[config.mk]
export PLATFORM = sky130hd
export DESIGN_NAME = adc_capture_flat
export DESIGN_NICKNAME = d
export VERILOG_FILES = /design/src/rtl/adc_capture_if.sv /design/src/rtl/adc_capture.sv /design/src/flat_wrapper.sv
export SDC_FILE = /design/constraint.sdc
export NUM_CORES = 1
export LEC_CHECK = 0
export CAP_MARGIN = 20
export CORE_MARGIN = 1
export CORE_UTILIZATION = 29
export DETAILED_ROUTE_END_ITERATION = 7
export SYNTH_ARGS = -nofsm -noshare
export SYNTH_HDL_FRONTEND = slang
export SYNTH_SLANG_ARGS = --single-unit
[constraint.sdc]
create_clock -name sys_clk -period 3.77 [get_ports sys_clk]
set_input_delay 0.754 -clock sys_clk [delete_from_list [all_inputs] [get_ports sys_clk]]
set_output_delay 0.754 -clock sys_clk [all_outputs]
set_load 0.01 [all_outputs]
[src/rtl/adc_capture_if.sv]
// Bus-side read and status port of adc_capture.
// The bus master drives the strobes; the capture block returns data and status.
interface adc_capture_if #(
  parameter int DATA_WIDTH = 10,
  parameter int FIFO_DEPTH = 16
);
  localparam int CW = $clog2(FIFO_DEPTH) + 1;

  logic                  rd_en;
  logic                  flush;
  logic                  ovf_clr;
  logic [DATA_WIDTH-1:0] rd_data;
  logic                  rd_valid;
  logic [CW-1:0]         fifo_count;
  logic                  fifo_empty;
  logic                  fifo_full;
  logic                  ovf;

  modport master (
    output rd_en, flush, ovf_clr,
    input  rd_data, rd_valid, fifo_count,
    input  fifo_empty, fifo_full, ovf
  );

  modport slave (
    input  rd_en, flush, ovf_clr,
    output rd_data, rd_valid, fifo_count,
    output fifo_empty, fifo_full, ovf
  );
endinterface

[src/rtl/adc_capture.sv]
// Parallel ADC capture: encode clock, warm-up discard and sample FIFO.
// Samples are taken mid low phase and land in the FIFO one cycle later.
module adc_capture #(
  parameter int DATA_WIDTH = 10,
  parameter int CLK_DIV    = 4,
  parameter int WARMUP     = 4,
  parameter int FIFO_DEPTH = 16
) (
  input  logic                  sys_clk,
  input  logic                  sys_rst,
  input  logic                  enable,
  input  logic                  fmt,
  input  logic [DATA_WIDTH-1:0] adc_data,
  output logic                  adc_clk,
  output logic                  adc_pwrdn,
  adc_capture_if.slave          bus
);

  localparam int AW = $clog2(FIFO_DEPTH);
  localparam int CW = AW + 1;
  localparam int DW = $clog2(CLK_DIV);
  localparam int WW = (WARMUP > 1) ? $clog2(WARMUP) : 1;

  localparam logic [DATA_WIDTH-1:0] MSB_MASK =
    {1'b1, {(DATA_WIDTH-1){1'b0}}};

  typedef enum logic [1:0] {
    S_IDLE,
    S_WARMUP,
    S_RUN
  } state_t;

  state_t        state;
  state_t        state_d;
  logic [DW-1:0] div_cnt;
  logic [DW-1:0] div_d;
  logic [WW-1:0] warm_cnt;
  logic [WW-1:0] warm_d;
  logic          period_end;
  logic          smp_take;

  logic [DATA_WIDTH-1:0] smp_data;
  logic                  smp_vld;

  logic [DATA_WIDTH-1:0] mem [FIFO_DEPTH];
  logic [AW-1:0]         wr_ptr;
  logic [AW-1:0]         rd_ptr;
  logic [CW-1:0]         count;
  logic                  full;
  logic                  empty;
  logic                  do_pop;
  logic                  do_wr;
  logic                  ovf_set;
  logic [DATA_WIDTH-1:0] rd_data_q;
  logic                  rd_valid_q;
  logic                  ovf_q;

  assign period_end = (div_cnt == DW'(CLK_DIV - 1));
  assign smp_take   = (state == S_RUN) && period_end;

  // Next state, warm-up period count and encode divider
  always_comb begin
    state_d = state;
    warm_d  = warm_cnt;
    div_d   = div_cnt;
    unique case (state)
      S_IDLE: begin
        if (enable)
          state_d = (WARMUP == 0) ? S_RUN : S_WARMUP;
      end
      S_WARMUP: begin
        if (period_end) begin
          if (warm_cnt == WW'(WARMUP - 1))
            state_d = S_RUN;
          else
            warm_d = warm_cnt + 1'b1;
        end
      end
      S_RUN: begin
        state_d = S_RUN;
      end
      default: state_d = S_IDLE;
    endcase
    if (!enable)
      state_d = S_IDLE;
    if (state_d != S_WARMUP)
      warm_d = '0;
    if (state == S_IDLE || state_d == S_IDLE)
      div_d = '0;
    else if (period_end)
      div_d = '0;
    else
      div_d = div_cnt + 1'b1;
  end

  // State, divider and registered ADC control pins
  always_ff @(posedge sys_clk or negedge sys_rst) begin
    if (!sys_rst) begin
      state     <= S_IDLE;
      div_cnt   <= '0;
      warm_cnt  <= '0;
      adc_clk   <= 1'b0;
      adc_pwrdn <= 1'b1;
    end else begin
      state     <= state_d;
      div_cnt   <= div_d;
      warm_cnt  <= warm_d;
      adc_clk   <= (state_d != S_IDLE) &&
                   (div_d < DW'(CLK_DIV / 2));
      adc_pwrdn <= (state_d == S_IDLE);
    end
  end

  // Sample capture with optional offset-binary to two's complement
  always_ff @(posedge sys_clk or negedge sys_rst) begin
    if (!sys_rst) begin
      smp_data <= '0;
      smp_vld  <= 1'b0;
    end else begin
      smp_vld <= smp_take;
      if (smp_take)
        smp_data <= fmt ? (adc_data ^ MSB_MASK) : adc_data;
    end
  end

  assign full    = (count == CW'(FIFO_DEPTH));
  assign empty   = (count == '0);
  assign do_pop  = bus.rd_en && !empty && !bus.flush;
  assign do_wr   = smp_vld && (!full || do_pop) && !bus.flush;
  assign ovf_set = smp_vld && full && !do_pop && !bus.flush;

  // Sample storage
  always_ff @(posedge sys_clk) begin
    if (do_wr)
      mem[wr_ptr] <= smp_data;
  end

  // FIFO pointers and occupancy
  always_ff @(posedge sys_clk or negedge sys_rst) begin
    if (!sys_rst) begin
      wr_ptr <= '0;
      rd_ptr <= '0;
      count  <= '0;
    end else if (bus.flush) begin
      wr_ptr <= '0;
      rd_ptr <= '0;
      count  <= '0;
    end else begin
      if (do_wr)
        wr_ptr <= wr_ptr + 1'b1;
      if (do_pop)
        rd_ptr <= rd_ptr + 1'b1;
      unique case ({do_wr, do_pop})
        2'b10:   count <= count + 1'b1;
        2'b01:   count <= count - 1'b1;
        default: count <= count;
      endcase
    end
  end

  // Read port: data holds its last value between pops
  always_ff @(posedge sys_clk or negedge sys_rst) begin
    if (!sys_rst) begin
      rd_data_q  <= '0;
      rd_valid_q <= 1'b0;
    end else begin
      rd_valid_q <= do_pop;
      if (do_pop)
        rd_data_q <= mem[rd_ptr];
    end
  end

  // Sticky overflow; a new overflow beats a same-cycle clear
  always_ff @(posedge sys_clk or negedge sys_rst) begin
    if (!sys_rst)
      ovf_q <= 1'b0;
    else if (ovf_set)
      ovf_q <= 1'b1;
    else if (bus.ovf_clr)
      ovf_q <= 1'b0;
  end

  assign bus.rd_data    = rd_data_q;
  assign bus.rd_valid   = rd_valid_q;
  assign bus.fifo_count = count;
  assign bus.fifo_empty = empty;
  assign bus.fifo_full  = full;
  assign bus.ovf        = ovf_q;

endmodule

[src/flat_wrapper.sv]
// flat-port wrapper written by rule: the top's interface ports become plain ports
module adc_capture_flat 
#(
  parameter int DATA_WIDTH = 10,
  parameter int CLK_DIV    = 4,
  parameter int WARMUP     = 4,
  parameter int FIFO_DEPTH = 16
)
  (sys_clk, sys_rst, enable, fmt, adc_data, adc_clk, adc_pwrdn, bus_rd_en, bus_flush, bus_ovf_clr, bus_rd_data, bus_rd_valid, bus_fifo_count, bus_fifo_empty, bus_fifo_full, bus_ovf);
  adc_capture_if #(.DATA_WIDTH(DATA_WIDTH), .FIFO_DEPTH(FIFO_DEPTH)) bus_i ();
  input  logic sys_clk;
  input  logic sys_rst;
  input  logic enable;
  input  logic fmt;
  input  logic [DATA_WIDTH-1:0] adc_data;
  output logic adc_clk;
  output logic adc_pwrdn;
  input wire logic [$bits(bus_i.rd_en)-1:0] bus_rd_en;
  input wire logic [$bits(bus_i.flush)-1:0] bus_flush;
  input wire logic [$bits(bus_i.ovf_clr)-1:0] bus_ovf_clr;
  output wire logic [$bits(bus_i.rd_data)-1:0] bus_rd_data;
  output wire logic [$bits(bus_i.rd_valid)-1:0] bus_rd_valid;
  output wire logic [$bits(bus_i.fifo_count)-1:0] bus_fifo_count;
  output wire logic [$bits(bus_i.fifo_empty)-1:0] bus_fifo_empty;
  output wire logic [$bits(bus_i.fifo_full)-1:0] bus_fifo_full;
  output wire logic [$bits(bus_i.ovf)-1:0] bus_ovf;
  assign bus_i.rd_en = bus_rd_en;
  assign bus_i.flush = bus_flush;
  assign bus_i.ovf_clr = bus_ovf_clr;
  assign bus_rd_data = bus_i.rd_data;
  assign bus_rd_valid = bus_i.rd_valid;
  assign bus_fifo_count = bus_i.fifo_count;
  assign bus_fifo_empty = bus_i.fifo_empty;
  assign bus_fifo_full = bus_i.fifo_full;
  assign bus_ovf = bus_i.ovf;
  adc_capture #(.DATA_WIDTH(DATA_WIDTH), .CLK_DIV(CLK_DIV), .WARMUP(WARMUP), .FIFO_DEPTH(FIFO_DEPTH)) u_core (.sys_clk(sys_clk), .sys_rst(sys_rst), .enable(enable), .fmt(fmt), .adc_data(adc_data), .adc_clk(adc_clk), .adc_pwrdn(adc_pwrdn), .bus(bus_i));
endmodule
* After elaboration in Yosys (flattened, before gate mapping)
Memory sizes are Yosys's and may differ from the RTL's. A register that Yosys moved wholly into a read port is not among the register bits.
Cells that the tools add are included.
** Word-level totals
- Memories kept :: 1
- Memory bits (writable) :: 160
- Output and inout port bits :: 21
- Flip-flop bits (word level) :: 34
- Logic and storage cells :: 78
** Memories
- u_core.mem :: words 16, bits a word 10, rd ports 1, clocked after memory_dff 1, wr ports 1, RTL line adc_capture.sv:45 : logic [DATA_WIDTH-1:0] mem [FIFO_DEPTH];
** Operators by class
- Bitwise operators :: 1
- Add/sub/neg operators :: 6
- Reduce and logical (&&, ||, !) cells :: 27
- Equality and inequality tests :: 9
- Multiplexer cells :: 21
- Order comparisons :: 1
** Operators with widths (count)
- 2-to-1 mux 2 bit :: 9
- 2-to-1 mux 4 bit :: 4
- nonzero test 2 bit :: 6
- 2-to-1 mux 10 bit :: 1
- one-hot mux 5 bit (2 select lines) :: 1
- logical AND 1 bit :: 9
- adder 4 x 1 -> 4 bit (second input constant) :: 2
- equality test 2 bit (second input constant) :: 4
- one-hot mux 2 bit (3 select lines) :: 1
- adder 5 x 1 -> 5 bit (second input constant) :: 1
- equality test 5 bit (second input constant) :: 1
- logical NOT 1 bit :: 5
- logical NOT 5 bit :: 1
- 2-to-1 mux 5 bit :: 1
- subtractor 5 x 1 -> 5 bit (second input constant) :: 1
- adder 2 x 1 -> 2 bit (second input constant) :: 2
- equality test 2 x 1 -> 1 bit (second input constant) :: 2
- logical NOT 2 bit :: 2
- 2-to-1 mux 1 bit :: 4
- AND reduction 3 bit :: 1
- nonzero test 3 bit :: 1
- logical OR 1 bit :: 2
- less-than comparator 2 bit (second input constant) :: 1
- != test 2 x 1 -> 1 bit (second input constant) :: 1
- other kinds (2) :: 2

* Logic depth before layout (Yosys ltp)
Gate-level depths: netlist of run 1.
- Word-level depth :: 10
- Mapped depth :: 12
- Mapped depth without buffers :: 12

* Least setup slack after synthesis of run 1
No wires, ideal clock.
- Path kind :: register -> register
- Start :: register u_core.count[1], in the netlist u_core.bus.fifo_count[1]
- End :: register u_core.count[3], in the netlist u_core.bus.fifo_count[3]
- Library setup time :: 0.128 ns
- Arrival :: 2.581 ns
- Path slack :: 1.062 ns
- Data required time :: 3.642 ns
- Cell stages (with the launch flop) :: 13
- Path buffers :: 0
- Cell sequence :: dfrtp_1 -> or4_4 -> nor2_2 -> or2_2 -> inv_2 -> nand2_1 -> inv_1 -> ha_1 -> a21o_1 -> a21oi_1 -> xor2_1 -> nor2_1 -> mux2_1
** Between the ends
- Word-level cells in the longest chain between the ends :: 10
- Elaborated cells between the ends (all ways) :: 16
- Classes of those cells :: 2 x add/sub; 3 x eq/ne; 2 x mux; 9 x reduce/logical
** RTL lines
- start, declared :: RTL line adc_capture.sv:48 : logic [CW-1:0] count;
- start signal, assigned :: RTL line adc_capture.sv:154 : 2'b10: count <= count + 1'b1;
- start signal, assigned :: RTL line adc_capture.sv:155 : 2'b01: count <= count - 1'b1;
- start signal, assigned :: RTL line adc_capture.sv:156 : default: count <= count;
- logical NOT 5 bit (*) :: RTL line adc_capture.sv:127 : assign empty = (count == '0);
- named net bus_fifo_empty :: RTL line flat_wrapper.sv:24 : output wire logic [$bits(bus_i.fifo_empty)-1:0] bus_fifo_empty;
- logical NOT 1 bit (*) :: RTL line adc_capture.sv:128 : assign do_pop = bus.rd_en && !empty && !bus.flush;
- logical AND 1 bit (*) (2 in a row) :: RTL line adc_capture.sv:128
- named net u_core.do_pop :: RTL line adc_capture.sv:51 : logic do_pop;
- logical OR 1 bit :: RTL line adc_capture.sv:129 : assign do_wr = smp_vld && (!full || do_pop) && !bus.flush;
- logical AND 1 bit (2 in a row) :: RTL line adc_capture.sv:129
- equality test 2 x 1 -> 1 bit / equality test 2 bit (equally long branches) :: RTL line adc_capture.sv:153 : unique case ({do_wr, do_pop})
- one-hot mux 5 bit (2 select lines) :: RTL line adc_capture.sv:153
- 2-to-1 mux 5 bit :: RTL line adc_capture.sv:144 : end else if (bus.flush) begin
Mark *: on every way through the listed nets, which the timed path passes. The rest lies on a longest branch.
A chain may end at the register's enable or synchronous reset.

* Final worst setup path of run 1
- Start :: register u_core.count[1], in the netlist u_core.bus.fifo_count[1]
- End :: output port bus_fifo_full
** Between the ends
- Word-level cells in the longest chain between the ends :: 1
** RTL lines
- equality test 5 bit :: RTL line adc_capture.sv:126 : assign full = (count == CW'(FIFO_DEPTH));
- end, declared :: RTL line flat_wrapper.sv:25 : output wire logic [$bits(bus_i.fifo_full)-1:0] bus_fifo_full;
Every way passes these cells.

==> results.cfg, run 1 <==
[run_status]
outcome = finished, violations left
violations = design-rule violations

[synthesis]
ys_types = 42
ys_ff_latch = 204
synth_top_area_share_pct = 58.8
syn_area_per_cell_sq_um = 18.3
synth_area_sq_um = 8170
ys_seq_area_share_pct = 72.3
async_flop_share_pct = 21.6
synth-edff-count = 160
syn_nets = 474
synth_top_cell_by_area = edfxtp_1
synthFlopType = edfxtp_1
ys_warn_count = 0
synth.area.top_cells = edfxtp_1 59%, dfrtp_1 13%, mux4_2 11%
netlist_instances = 446

[placement]
dp_hpwl_um = 11200
portBuffers = 37
place_congestion = 0.783
placed_cell_area_sq_um = 9090

[sta]
fin_skew_ns = 0.0198
max_slew_margin_pct = 28.6
setup_viol = 0
fmax_ghz = 0.315
hold_ws_ns = 0.106
finalHoldViolations = 0
rsz0062_at_grt = no
fin_setup_tns_ns = 0
fin_crit_ns = 3.17
period_share_pct = 84.1
slew_violations = 0
worst_slew_pin_slew_ns = 1.07

[power]
swShare_pct = 23.4
pwr-share-seq_pct = 48.6
cellPowerDensity_nw_per_um2 = 555
p_switching_mw = 1.28
p_clk_share_pct = 40.0
finalPower_mw = 5.47
combPwrFrac_pct = 11.4
p_leak_nw = 3.28
ir_drop_v = 0.000273
intPower_mw = 4.19

[clocking]
cts-htree-levels = 1
cts.repair.resized = 0
cts_buffers = 22
clockRootBuffer = clkbuf_16
ctsHoldBuffers = 0
cts_max_path_buffers = 3
cts.sinks = 204
clk_latency_ns = 0.50
cts_tree = built
clk_pin_slew_worst_paths_ns = 0.06
post_cts_buffers = 0

[critical_path]
reg2reg_slack_ns = 0.75
cp-start-kind = flop
required_ns = 3.02
crit_chain = nor4_1, nand2_1, inv_1, clkdlybuf4s50_1
cp_slowest_cell = nor4_1
critPathKind = flop to primary output
crit_fanout = 6
cpPeakStageDelay_ns = 0.68
end_kind = primary output
crit_arrival_ns = 2.42

[floorplan]
dieWidth_um = 170
chipHeight_um = 170
start_util_pct = 29.4
die_area_sq_um = 28800
rows = 61
core_sq_um = 27800
io_pins = 38

[routing]
drt-total-wl_um = 16700
drt_iter0_markers = 328
drc = 2
vias = 4111
first_pass_iters = 6
final_antenna_net_count = 0
avgViaCountPerCell = 4.53
wire_per_inst_um = 18.5

[finish]
nFillCells = 2616
final_core_util_pct = 35.5
syn2layout_area_growth_pct = 20.7
drive_above_1_share_pct = 22.1
final_area_sq_um = 9860
fin_nets = 541
diodes = 0

[global_routing]
track_usage_pct = 12.0
grt_pass1_vias = 4409
globalRouteOverflowTotal = 0
grt_pass1_wl_um = 26100
antenna_found_initial = 0
grt_max_degree = 45

[worst_hold_path]
hold_class = input pin to asynchronous set/reset pin

[run]
drv_cap = 0
-- stage by stage --
stage,cells,setup WS (ns)
6_report,907,0.598
5_1_grt,907,0.494
4_1_cts,906,0.615
3_5_place_dp,866,0.242
3_3_place_gp,866,0.367
2_1_floorplan,446,1.06
-- final timing paths --
| kind | from | end | cells past startpoint |
|---|---|---|---|
| worst max-delay path | u_core.bus.fifo_count[1] | bus_fifo_full | 4 |
| worst min-delay path | sys_rst | u_core.smp_data[0] | 1 |
| worst max register to register | u_core.bus.fifo_count[1] | u_core.bus.fifo_count[3] | 12 |
| worst min register to register | u_core.div_cnt[0] | u_core.div_cnt[0] | 1 |
| max in group asynchronous | sys_rst | u_core.adc_pwrdn | 2 |
| min in group sys_clk | u_core.div_cnt[0] | u_core.div_cnt[0] | 1 |
-- registers in the layout (all words and copies together) (netlist names) --
register and flops:
u_core.mem 160, u_core.bus.rd_data 10, u_core.smp_data 10, u_core.bus.fifo_count 5, u_core.rd_ptr 4, u_core.wr_ptr 4, u_core.div_cnt 2, u_core.state 2
u_core.warm_cnt 2, u_core.adc_clk 1, u_core.adc_pwrdn 1, u_core.bus.ovf 1, u_core.bus.rd_valid 1, u_core.smp_vld 1
-- layout make-up --
type                       count  area [sq um]  share of cell area [%]
sequential                   204          5910                    59.9
tap                          378           473                    4.80
inverter                      11          41.3                   0.419
timing repair buffer          63           573                    5.81
clock buffer                  30           612                    6.21
clock inverter                10           130                    1.32
multi-input combinational    211          2120                    21.5
-- synthesized netlist by cell type, types with 4 or more instances --
cell type and count:
clkbuf_1 8, mux2_1 4, buf_2 9, nor3_1 6, nand2_1 26, nor2_1 32
dfrtp_1 43, ha_1 10, mux4_2 40, mux2_2 9, nand2b_1 7, inv_1 10
xor2_1 8, edfxtp_1 160, a21oi_1 7, o221ai_1 10, mux2i_1 22
-- cell usage in the layout, fill, tap and decap left out, types with 9 or more instances in the layout --
master and n:
edfxtp_1 160, dfrtp_1 42, mux4_2 40, clkdlybuf4s50_1 36, nor2_1 32, nand2_1 26, buf_4 25, clkbuf_16 23
mux2i_1 22, inv_1 10, o221ai_1 10, ha_1 10, mux2_2 9
-- cell families after synthesis --
logic type                 Yosys count  synth area share, %
DFF                                204                 72.3
and+or+nand+nor                     85                 4.78
muxes                               75                 15.5
buffers and inverters               31                 1.75
AOI/OAI and AO/OA                   29                 2.68
xor gates and xnor gates            11                 1.18
adders and majority gates           11                 1.78
-- power groups by stage --
stage                     Sequential, mW  Combinational (mW)  Clock (mW)
after global placement              2.70               0.607           0
after floorplan                     2.66               0.346           0
after detailed placement            2.70               0.622           0
after CTS                           2.66               0.625        2.24
final                               2.66               0.623        2.19
after global routing                2.67               0.679        2.32
-- critical path: cells and delay by family (launching register included) --
kind,cells,cell delay (ns)
flops,1,0.44
buf+inv,2,0.66
simple gates,2,0.83
-- layer usage --
layer / share of wire, % / routed length (um) / vias up / GRT usage [%]
met5: 0 / 0 / - / 0
met4: 1.6 / 272 / 0 / 2.66
met3: 6.3 / 1050 / 23 / 2.37
met2: 47 / 7940 / 113 / 19.3
met1: 45 / 7480 / 2105 / 16.6
li1: - / - / 1870 / -
No activity file was read; power rests on OpenSTA's default activity.
==> inputs of run 2 (changes only) <==
clock period = 3.1 ns   (was 3.77 ns; I/O delays follow)
==> run 2 against run 1 <==
The flow now finishes without violations. Global-route usage is essentially flat. Worst hold slack worse by 0.044 ns. Register-to-register slack got worse by 0.48 ns. Final area is 0.46% higher. Flip-flop and latch count is the same. Sequential power grew 20%. Non-clock buffer count grew 8. Combinational power rose by 30%. Power increased by 20%. Core utilization increased by 0.16 points. Clock skew fell by 0.0063 ns. Critical endpoint unchanged.
==> results.cfg, run 2 (synthesized netlist as in run 1, its figures left out) <==
[run_status]
outcome = finished clean

[power]
p_leak_nw = 3.33
swShare_pct = 24.0
p_switching_mw = 1.58
finalPower_mw = 6.58
cellPowerDensity_nw_per_um2 = 664
combPwrFrac_pct = 12.3
ir_drop_v = 0.000500
pwr-share-seq_pct = 48.6
intPower_mw = 5.00
p_clk_share_pct = 39.1

[clocking]
cts-htree-levels = 1
cts.sinks = 204
clk_pin_slew_worst_paths_ns = 0.06
clk_latency_ns = 0.50
cts_tree = built
cts_max_path_buffers = 3
cts_buffers = 22
clockRootBuffer = clkbuf_16
post_cts_buffers = 0

[sta]
period_share_pct = 93.0
worst_slack_ns = 0.218
fmax_ghz = 0.347
rsz0062_at_grt = no
fin_skew_ns = 0.0134
slew_violations = 0
max_slew_margin_pct = 54.6
finalHoldViolations = 0
worst_slew_pin_slew_ns = 0.680
hold_ws_ns = 0.0620
setup_viol = 0
fin_crit_ns = 2.88
fin_setup_tns_ns = 0

[routing]
vias = 4237
drt-total-wl_um = 16700
final_antenna_net_count = 0
first_pass_iters = 5
drt_iter0_markers = 325
avgViaCountPerCell = 4.63
drc = 0
wire_per_inst_um = 18.3

[finish]
largest_reg_flops = 160
syn2layout_area_growth_pct = 21.2
final_cells = 915
nFillCells = 2645
final_cell_mix = 160 x edfxtp_1, 42 x dfrtp_1, 40 x mux4_2
drive_above_1_share_pct = 24.0
layout_commonest_cell = edfxtp_1
diodes = 0
top_register = u_core.mem
fin_nets = 549
final_core_util_pct = 35.6
final_area_sq_um = 9900

[global_routing]
track_usage_pct = 11.9
globalRouteOverflowTotal = 0
grt_max_degree = 41
grt_pass1_vias = 4388
grt_pass1_wl_um = 25700
antenna_found_initial = 0

[worst_hold_path]
hold_class = input pin to asynchronous set/reset pin

[placement]
placed_cell_area_sq_um = 9170
pre_cts_slack_ns = 0.0125
dp_hpwl_um = 11100
place_congestion = 0.751
dp.cells = 875
portBuffers = 37

[floorplan]
rows = 61
core_sq_um = 27800
dieWidth_um = 170
io_pins = 38
start_util_pct = 29.4
die_area_sq_um = 28800
chipHeight_um = 170

[critical_path]
rr_worst_depth = 12
rr_startpoint = u_core.bus.fifo_count[1]
crit_fanout = 6
reg2reg_slack_ns = 0.27
worstReg2RegEnd = u_core.bus.fifo_count[3]
crit_start = u_core.bus.fifo_count[1]
critPathKind = flop to primary output
crit_arrival_ns = 2.26
crit_end = bus_fifo_full
required_ns = 2.48
cp-start-kind = flop
end_kind = primary output

[run]
drv_cap = 0
## run 2: cell count changes in the layout (fill, tap and decap cells not counted), moves of 2 or more
cell | previous run | this run
buf_4 | 25 | 33
bufinv_16 | 3 | 1
clkinv_1 | 3 | 0
clkinv_2 | 1 | 5
clkinvlp_4 | 2 | 0
## run 2: final cells by class
| cell class | count | area [sq um] | area share, % |
|---|---|---|---|
| Clock inverter | 9 | 83.8 | 0.847 |
| Sequential cell | 204 | 5910 | 59.7 |
| Clock buffer | 31 | 637 | 6.43 |
| Tap cell | 378 | 473 | 4.78 |
| Multi-Input combinational cell | 211 | 2120 | 21.5 |
| Inverter | 11 | 41.3 | 0.417 |
| Timing Repair Buffer | 71 | 633 | 6.39 |
## run 2: worst min-delay path by stage
stage	startpoint	endpoint
after detailed placement	u_core.div_cnt[0]	u_core.div_cnt[0]
after CTS	sys_rst	u_core.bus.rd_valid
after floorplan	sys_rst	u_core.adc_clk
after global placement	u_core.div_cnt[0]	u_core.div_cnt[0]
after global routing	sys_rst	u_core.wr_ptr[2]
final	sys_rst	u_core.wr_ptr[2]
## run 2: timing repair
item,in CTS,in global routing
hold endpoints to repair,0,0
resized for setup,0,1
setup endpoints to repair,0,1
hold buffers,0,0
## run 2: critical path, cell delays in order (launching register included)
cell and delay, ns:
dfrtp_1 0.45, nor4_2 0.52, nand2_1 0.15, inv_1 0.11, clkdlybuf4s50_1 0.55
## run 2: metal layers
layer	wire length (um)	GRT usage [%]	vias to the layer above
li1	-	-	1881
met1	7470	16.7	2195
met2	7840	18.9	133
met3	1070	2.40	28
met4	355	2.98	0
met5	0	0	-
## run 2: power by group through the flow
stage	Sequential [mW]	Clock, mW	Combinational (mW)
3_3_place_gp	3.24	0	0.794
4_1_cts	3.20	2.64	0.814
6_report	3.20	2.57	0.810
5_1_grt	3.22	2.76	0.882
3_5_place_dp	3.25	0	0.808
2_1_floorplan	3.24	0	0.421
